[src/rtl/risc_controller_if.sv]
`default_nettype none
// ============================================================================
// Module      : risc_controller_if
// Description : Bundle of the sequencer's opcode/flag inputs and control
//               strobe outputs. The controller uses the master view, the
//               datapath (or a bench) uses the slave view.
// Revision    : 1.0 - initial release
// ============================================================================
interface risc_controller_if #(
    parameter int OP_WIDTH = 3
);
    logic [OP_WIDTH-1:0] opcode;
    logic                zero;
    logic                sel;
    logic                rd;
    logic                wr;
    logic                ld_ir;
    logic                ld_ac;
    logic                inc_pc;
    logic                ld_pc;
    logic                data_e;
    logic                halt;
    logic [2:0]          phase;

    modport master (
        input  opcode, zero,
        output sel, rd, wr, ld_ir, ld_ac, inc_pc, ld_pc, data_e, halt, phase
    );

    modport slave (
        output opcode, zero,
        input  sel, rd, wr, ld_ir, ld_ac, inc_pc, ld_pc, data_e, halt, phase
    );
endinterface
`default_nettype wire

[src/rtl/risc_controller.sv]
`default_nettype none
// ============================================================================
// Module      : risc_controller
// Description : 8-phase instruction sequencer for the RISC-Y CPU. Steps each
//               instruction through fetch, decode and execute phases and
//               decodes the control strobes from the current phase, opcode,
//               zero flag and halted flag. Stops on HLT until reset.
// Revision    : 1.0 - initial release
// ============================================================================
module risc_controller #(
    parameter int OP_WIDTH = 3
) (
    input  wire logic         clk,
    input  wire logic         rst,
    risc_controller_if.master bus
);

    typedef enum logic [2:0] {
        PH_INST_ADDR  = 3'd0,
        PH_INST_FETCH = 3'd1,
        PH_INST_LOAD  = 3'd2,
        PH_IDLE       = 3'd3,
        PH_OP_ADDR    = 3'd4,
        PH_OP_FETCH   = 3'd5,
        PH_ALU_OP     = 3'd6,
        PH_STORE      = 3'd7
    } phase_t;

    localparam logic [OP_WIDTH-1:0] C_OP_HLT = OP_WIDTH'(0);
    localparam logic [OP_WIDTH-1:0] C_OP_SKZ = OP_WIDTH'(1);
    localparam logic [OP_WIDTH-1:0] C_OP_ADD = OP_WIDTH'(2);
    localparam logic [OP_WIDTH-1:0] C_OP_AND = OP_WIDTH'(3);
    localparam logic [OP_WIDTH-1:0] C_OP_XOR = OP_WIDTH'(4);
    localparam logic [OP_WIDTH-1:0] C_OP_LDA = OP_WIDTH'(5);
    localparam logic [OP_WIDTH-1:0] C_OP_STO = OP_WIDTH'(6);
    localparam logic [OP_WIDTH-1:0] C_OP_JMP = OP_WIDTH'(7);

    phase_t r_phase;
    logic   r_halted;

    logic w_is_hlt;
    logic w_is_skz;
    logic w_is_sto;
    logic w_is_jmp;
    logic w_is_aluop;

    logic w_sel;
    logic w_rd;
    logic w_wr;
    logic w_ld_ir;
    logic w_ld_ac;
    logic w_inc_pc;
    logic w_ld_pc;
    logic w_data_e;
    logic w_halt;

    // Opcode class decode; only meaningful from the IDLE phase onward.
    assign w_is_hlt   = (bus.opcode == C_OP_HLT);
    assign w_is_skz   = (bus.opcode == C_OP_SKZ);
    assign w_is_sto   = (bus.opcode == C_OP_STO);
    assign w_is_jmp   = (bus.opcode == C_OP_JMP);
    assign w_is_aluop = (bus.opcode == C_OP_ADD) || (bus.opcode == C_OP_AND) ||
                        (bus.opcode == C_OP_XOR) || (bus.opcode == C_OP_LDA);

    // Phase counter and halted flag; reset beats halt, halt freezes phase at 4.
    always_ff @(posedge clk) begin
        if (rst) begin
            r_phase  <= PH_INST_ADDR;
            r_halted <= 1'b0;
        end else if (r_halted) begin
            r_phase  <= r_phase;
            r_halted <= 1'b1;
        end else if ((r_phase == PH_OP_ADDR) && w_is_hlt) begin
            r_phase  <= PH_OP_ADDR;
            r_halted <= 1'b1;
        end else begin
            r_phase  <= phase_t'(r_phase + 3'd1);
        end
    end

    // Strobe decode from phase, opcode, zero flag and halted flag.
    always_comb begin
        w_sel    = 1'b0;
        w_rd     = 1'b0;
        w_wr     = 1'b0;
        w_ld_ir  = 1'b0;
        w_ld_ac  = 1'b0;
        w_inc_pc = 1'b0;
        w_ld_pc  = 1'b0;
        w_data_e = 1'b0;
        w_halt   = 1'b0;
        if (r_halted) begin
            // Only HALT is asserted so the PC and memory stay frozen.
            w_halt = 1'b1;
        end else begin
            case (r_phase)
                PH_INST_ADDR: begin
                    w_sel = 1'b1;
                end
                PH_INST_FETCH: begin
                    w_sel = 1'b1;
                    w_rd  = 1'b1;
                end
                PH_INST_LOAD, PH_IDLE: begin
                    w_sel   = 1'b1;
                    w_rd    = 1'b1;
                    w_ld_ir = 1'b1;
                end
                PH_OP_ADDR: begin
                    w_inc_pc = ~w_is_hlt;
                    w_halt   = w_is_hlt;
                end
                PH_OP_FETCH: begin
                    w_rd = w_is_aluop;
                end
                PH_ALU_OP: begin
                    w_rd     = w_is_aluop;
                    w_inc_pc = w_is_skz & bus.zero;
                    w_ld_pc  = w_is_jmp;
                    w_data_e = w_is_sto;
                end
                PH_STORE: begin
                    w_rd     = w_is_aluop;
                    w_ld_ac  = w_is_aluop;
                    w_inc_pc = w_is_jmp;
                    w_ld_pc  = w_is_jmp;
                    w_wr     = w_is_sto;
                    w_data_e = w_is_sto;
                end
                default: begin
                    w_sel = 1'b0;
                end
            endcase
        end
    end

    assign bus.sel    = w_sel;
    assign bus.rd     = w_rd;
    assign bus.wr     = w_wr;
    assign bus.ld_ir  = w_ld_ir;
    assign bus.ld_ac  = w_ld_ac;
    assign bus.inc_pc = w_inc_pc;
    assign bus.ld_pc  = w_ld_pc;
    assign bus.data_e = w_data_e;
    assign bus.halt   = w_halt;
    assign bus.phase  = r_phase;

endmodule
`default_nettype wire
[src/flat_wrapper.sv]
// flat-port wrapper written by rule: the top's interface ports become plain ports
module risc_controller_flat 
#(
    parameter int OP_WIDTH = 3
)
  (clk, rst, bus_opcode, bus_zero, bus_sel, bus_rd, bus_wr, bus_ld_ir, bus_ld_ac, bus_inc_pc, bus_ld_pc, bus_data_e, bus_halt, bus_phase);
  risc_controller_if #(.OP_WIDTH(OP_WIDTH)) bus_i ();
  input  wire logic clk;
  input  wire logic rst;
  input wire logic [$bits(bus_i.opcode)-1:0] bus_opcode;
  input wire logic [$bits(bus_i.zero)-1:0] bus_zero;
  output wire logic [$bits(bus_i.sel)-1:0] bus_sel;
  output wire logic [$bits(bus_i.rd)-1:0] bus_rd;
  output wire logic [$bits(bus_i.wr)-1:0] bus_wr;
  output wire logic [$bits(bus_i.ld_ir)-1:0] bus_ld_ir;
  output wire logic [$bits(bus_i.ld_ac)-1:0] bus_ld_ac;
  output wire logic [$bits(bus_i.inc_pc)-1:0] bus_inc_pc;
  output wire logic [$bits(bus_i.ld_pc)-1:0] bus_ld_pc;
  output wire logic [$bits(bus_i.data_e)-1:0] bus_data_e;
  output wire logic [$bits(bus_i.halt)-1:0] bus_halt;
  output wire logic [$bits(bus_i.phase)-1:0] bus_phase;
  assign bus_i.opcode = bus_opcode;
  assign bus_i.zero = bus_zero;
  assign bus_sel = bus_i.sel;
  assign bus_rd = bus_i.rd;
  assign bus_wr = bus_i.wr;
  assign bus_ld_ir = bus_i.ld_ir;
  assign bus_ld_ac = bus_i.ld_ac;
  assign bus_inc_pc = bus_i.inc_pc;
  assign bus_ld_pc = bus_i.ld_pc;
  assign bus_data_e = bus_i.data_e;
  assign bus_halt = bus_i.halt;
  assign bus_phase = bus_i.phase;
  risc_controller #(.OP_WIDTH(OP_WIDTH)) u_core (.clk(clk), .rst(rst), .bus(bus_i));
endmodule
[config.mk]
export PLATFORM = sky130hd
export DESIGN_NAME = risc_controller_flat
export DESIGN_NICKNAME = d
export VERILOG_FILES = /design/src/rtl/risc_controller_if.sv /design/src/rtl/risc_controller.sv /design/src/flat_wrapper.sv
export SDC_FILE = /design/constraint.sdc
export NUM_CORES = 1
export LEC_CHECK = 0
export CAP_MARGIN = 25
export CORE_AREA = 8 8 45 47
export CTS_CLUSTER_SIZE = 28
export DETAILED_ROUTE_END_ITERATION = 12
export DIE_AREA = 0 0 53 55
export HOLD_SLACK_MARGIN = 0.05
export PLACE_DENSITY = 0.71
export REMOVE_ABC_BUFFERS = 1
export SLEW_MARGIN = 5
export SYNTH_ARGS = -nofsm -noshare
export SYNTH_HDL_FRONTEND = slang
export SYNTH_SLANG_ARGS = --single-unit
[constraint.sdc]
create_clock -name clk -period 1.55 [get_ports clk]
set_clock_uncertainty 0.15 [all_clocks]
set_input_delay 0.3875 -clock clk [delete_from_list [all_inputs] [get_ports clk]]
set_output_delay 0.3875 -clock clk [all_outputs]
set_load 0.01 [all_outputs]
==> impl_metrics.env <==
export IMPL_vias=527
export IMPL_path_clk_slew_ns=0.04
export IMPL_fin_cells=106
export IMPL_ir_drop_uv=329
export IMPL_finalPower_mw=0.506
export IMPL_status="finished, violations left"
export IMPL_setup_ws_ns=-0.473
export IMPL_core_area_um2=1380
export IMPL_grt_overflow=0
export IMPL_cts_buffers=3
export IMPL_reg2regPathDepth=6
export IMPL_synth_warning_count=0
export IMPL_final_hold_viol_count=0
export IMPL_max_slew_margin_pct=81.0
export IMPL_area_growth_syn_to_layout_pct=108
export IMPL_cts_num_sinks=4
export IMPL_syn_inst=52
export IMPL_max_cap_viol_count=0
export IMPL_synth_async_sr_flop_share_pct=0
export IMPL_worst_setup_path_type="register to primary output"
export IMPL_rows=14
export IMPL_slew_violations=0
export IMPL_fin_crit_ns=2.02
export IMPL_ant_nets=0
export IMPL_p_per_area_nw_per_um2=579
export IMPL_synth_edf_count=0
export IMPL_synth_area_um2=419
export IMPL_netlist_cell_type_count=26
export IMPL_diodes=0
export IMPL_synth_top_area_cell="dfxtp_1"
export IMPL_tritoncts="yes"
export IMPL_synthFlopType="dfxtp_1"
export IMPL_drc=0
export IMPL_place_inst=100
export IMPL_synth_top_cell_area_share_pct=19.1
export IMPL_grt_max_degree=7
export IMPL_vias_per_cell=4.97
export IMPL_drive_gt1_share_pct=70.0
export IMPL_setup_violations=8
export IMPL_grt_pass1_vias=540
export IMPL_dr_pass1_iters=4
export IMPL_insertion_delay_ns=0.24
export IMPL_die_area_um2=2920
export IMPL_synth_area_leaders="dfxtp_1 (19%), ha_1 (18%), nor2_1 (6.3%)"
export IMPL_worstMarginPinSlew_ns=0.282
export IMPL_cts_root_buf="clkbuf_4"
export IMPL_hp_class="register to register"
export IMPL_cp_arrival_ns=1.49
export IMPL_path_max_fanout=4
export IMPL_crit_path_start_kind="register"
export IMPL_first_iter_violations=6
export IMPL_leakage_nw=0.375
export IMPL_hold_ws_ns=0.489
export IMPL_grtUsageTotal_pct=10.4
export IMPL_ys_ff_latch=4
export IMPL_wl_mm=1.65
export IMPL_grt_pass1_wl_mm=2.26
export IMPL_failed_checks="setup timing"
export IMPL_die_w_um=53
export IMPL_fp_dieH_um=55
export IMPL_syn_avg_cell_area_um2=8.06
export IMPL_ios=18
export IMPL_ys_seq_area_share_pct=19.1
export IMPL_holdPathStages=3
export IMPL_max_freq_ghz=0.494
export IMPL_start_util_pct=30.3
export IMPL_route_detailed_wl_per_inst_um=15.6
export IMPL_rsz0062_at_grt="yes"
export IMPL_hpwl_um=960
export IMPL_htreeDepth=1
export IMPL_critPathRequiredTime_ns=1.01
export IMPL_period_share_pct=131
export IMPL_antenna_found_initial=0
export IMPL_num_nets_final=104
export IMPL_io_buffers=17
export IMPL_cp_end_kind="primary output"
export IMPL_place_congestion=0.746
export IMPL_clock_path_buffers=2
[through the flow]
step | instance area (um^2) | util (%) | setup slack, ns | TNS, ns
6_report | 873 | 63.1 | -0.473 | -2.31
5_1_grt | 873 | 63.1 | -0.505 | -2.77
4_1_cts | 831 | 60.0 | -0.416 | -2.17
3_5_place_dp | 724 | 52.4 | -1.02 | -8.24
3_3_place_gp | 724 | 52.4 | -0.985 | -7.96
2_1_floorplan | 399 | - | -0.259 | -0.783
[routing by layer]
layer  GRT usage (%)  wire, um  up-vias  part of all wire, %
met5               0         0        -                    0
met4            6.47        30        0                  1.8
met3            4.01       119        4                  7.2
met2            18.9       873       19                   53
met1            9.68       627      245                   38
li1                -         -      259                    -
[power by group]
group | switching, mW | total [mW] | internal (mW)
clock network | 0.0428 | 0.129 | 0.0866
registers | 0.0146 | 0.127 | 0.113
logic | 0.117 | 0.249 | 0.132
[kinds of logic (layout without fill, tap and decap cells)]
family                     after synthesis  after routing  share of synthesized area [%]
AOI/OAI and AO/OA                       11             11                           24.2
xor gates and xnor gates                 1              1                           2.09
adders and majority gates                6              6                           17.9
buffers and inverters                    9             47                           10.1
DFF                                      4              4                           19.1
and+or+nand+nor                         21             21                           26.6
[cells in the mapped netlist, types with 2 or more instances]
cell type	number
nor3_1	3
nand3_1	2
ha_1	6
nor2_1	7
nand2_1	5
inv_1	6
dfxtp_1	4
[path summary, 6_finish.rpt]
check | to | from | slack [ns]
setup / recovery | bus_inc_pc | u_core.bus.phase[1] | -0.47
hold / removal | u_core.bus.phase[0] | u_core.bus.phase[0] | 0.49
setup reg to reg | u_core.bus.phase[2] | u_core.bus.phase[1] | 0.10
hold reg to reg | u_core.bus.phase[0] | u_core.bus.phase[0] | 0.49
[critical path: stages (launching register included)]
cell and delay (ns):
dfxtp_4 0.36, ha_4 0.17, ha_4 0.16, a32o_2 0.24, nand2_1 0.09, a31oi_1 0.07
buf_2 0.15
[sequential cells by signal (all words and copies together) (netlist names)]
register          count
u_core.r_halted       1
u_core.bus.phase      3
[final cells by class]
type	instances	area, um^2
clock buffers	3	22.5
fillers	124	510
inverters	6	22.5
multi-input cells	39	419
flip-flops and latches	4	92.6
well taps	16	20.0
repair buffers	38	297
[what timing repair did]
| action | in CTS | in global routing |
|---|---|---|
| resized for setup | 77 | 11 |
| hold endpoints to repair | 0 | 0 |
| setup endpoints to repair | 15 | 10 |
| setup buffers | 3 | 0 |
| hold buffers | 0 | 0 |
| pin swaps | 5 | 3 |
[layout by cell type (no fill, tap or decap), drive strengths merged]
cell type,instances
o221a,1
and4bb,1
a31oi,2
a221oi,1
a32o,1
o21ai,1
nand2b,1
a21oi,2
dfxtp,4
nand2,5
clkdlybuf4s15,5
inv,6
nor2,7
xnor2,1
buf,30
nand3,2
o2bb2ai,1
ha,6
clkbuf,4
nor3,4
a311o,1
nor2b,1
clkdlybuf4s50,2
o211ai,1
No activity file was read; power rests on OpenSTA's default activity.
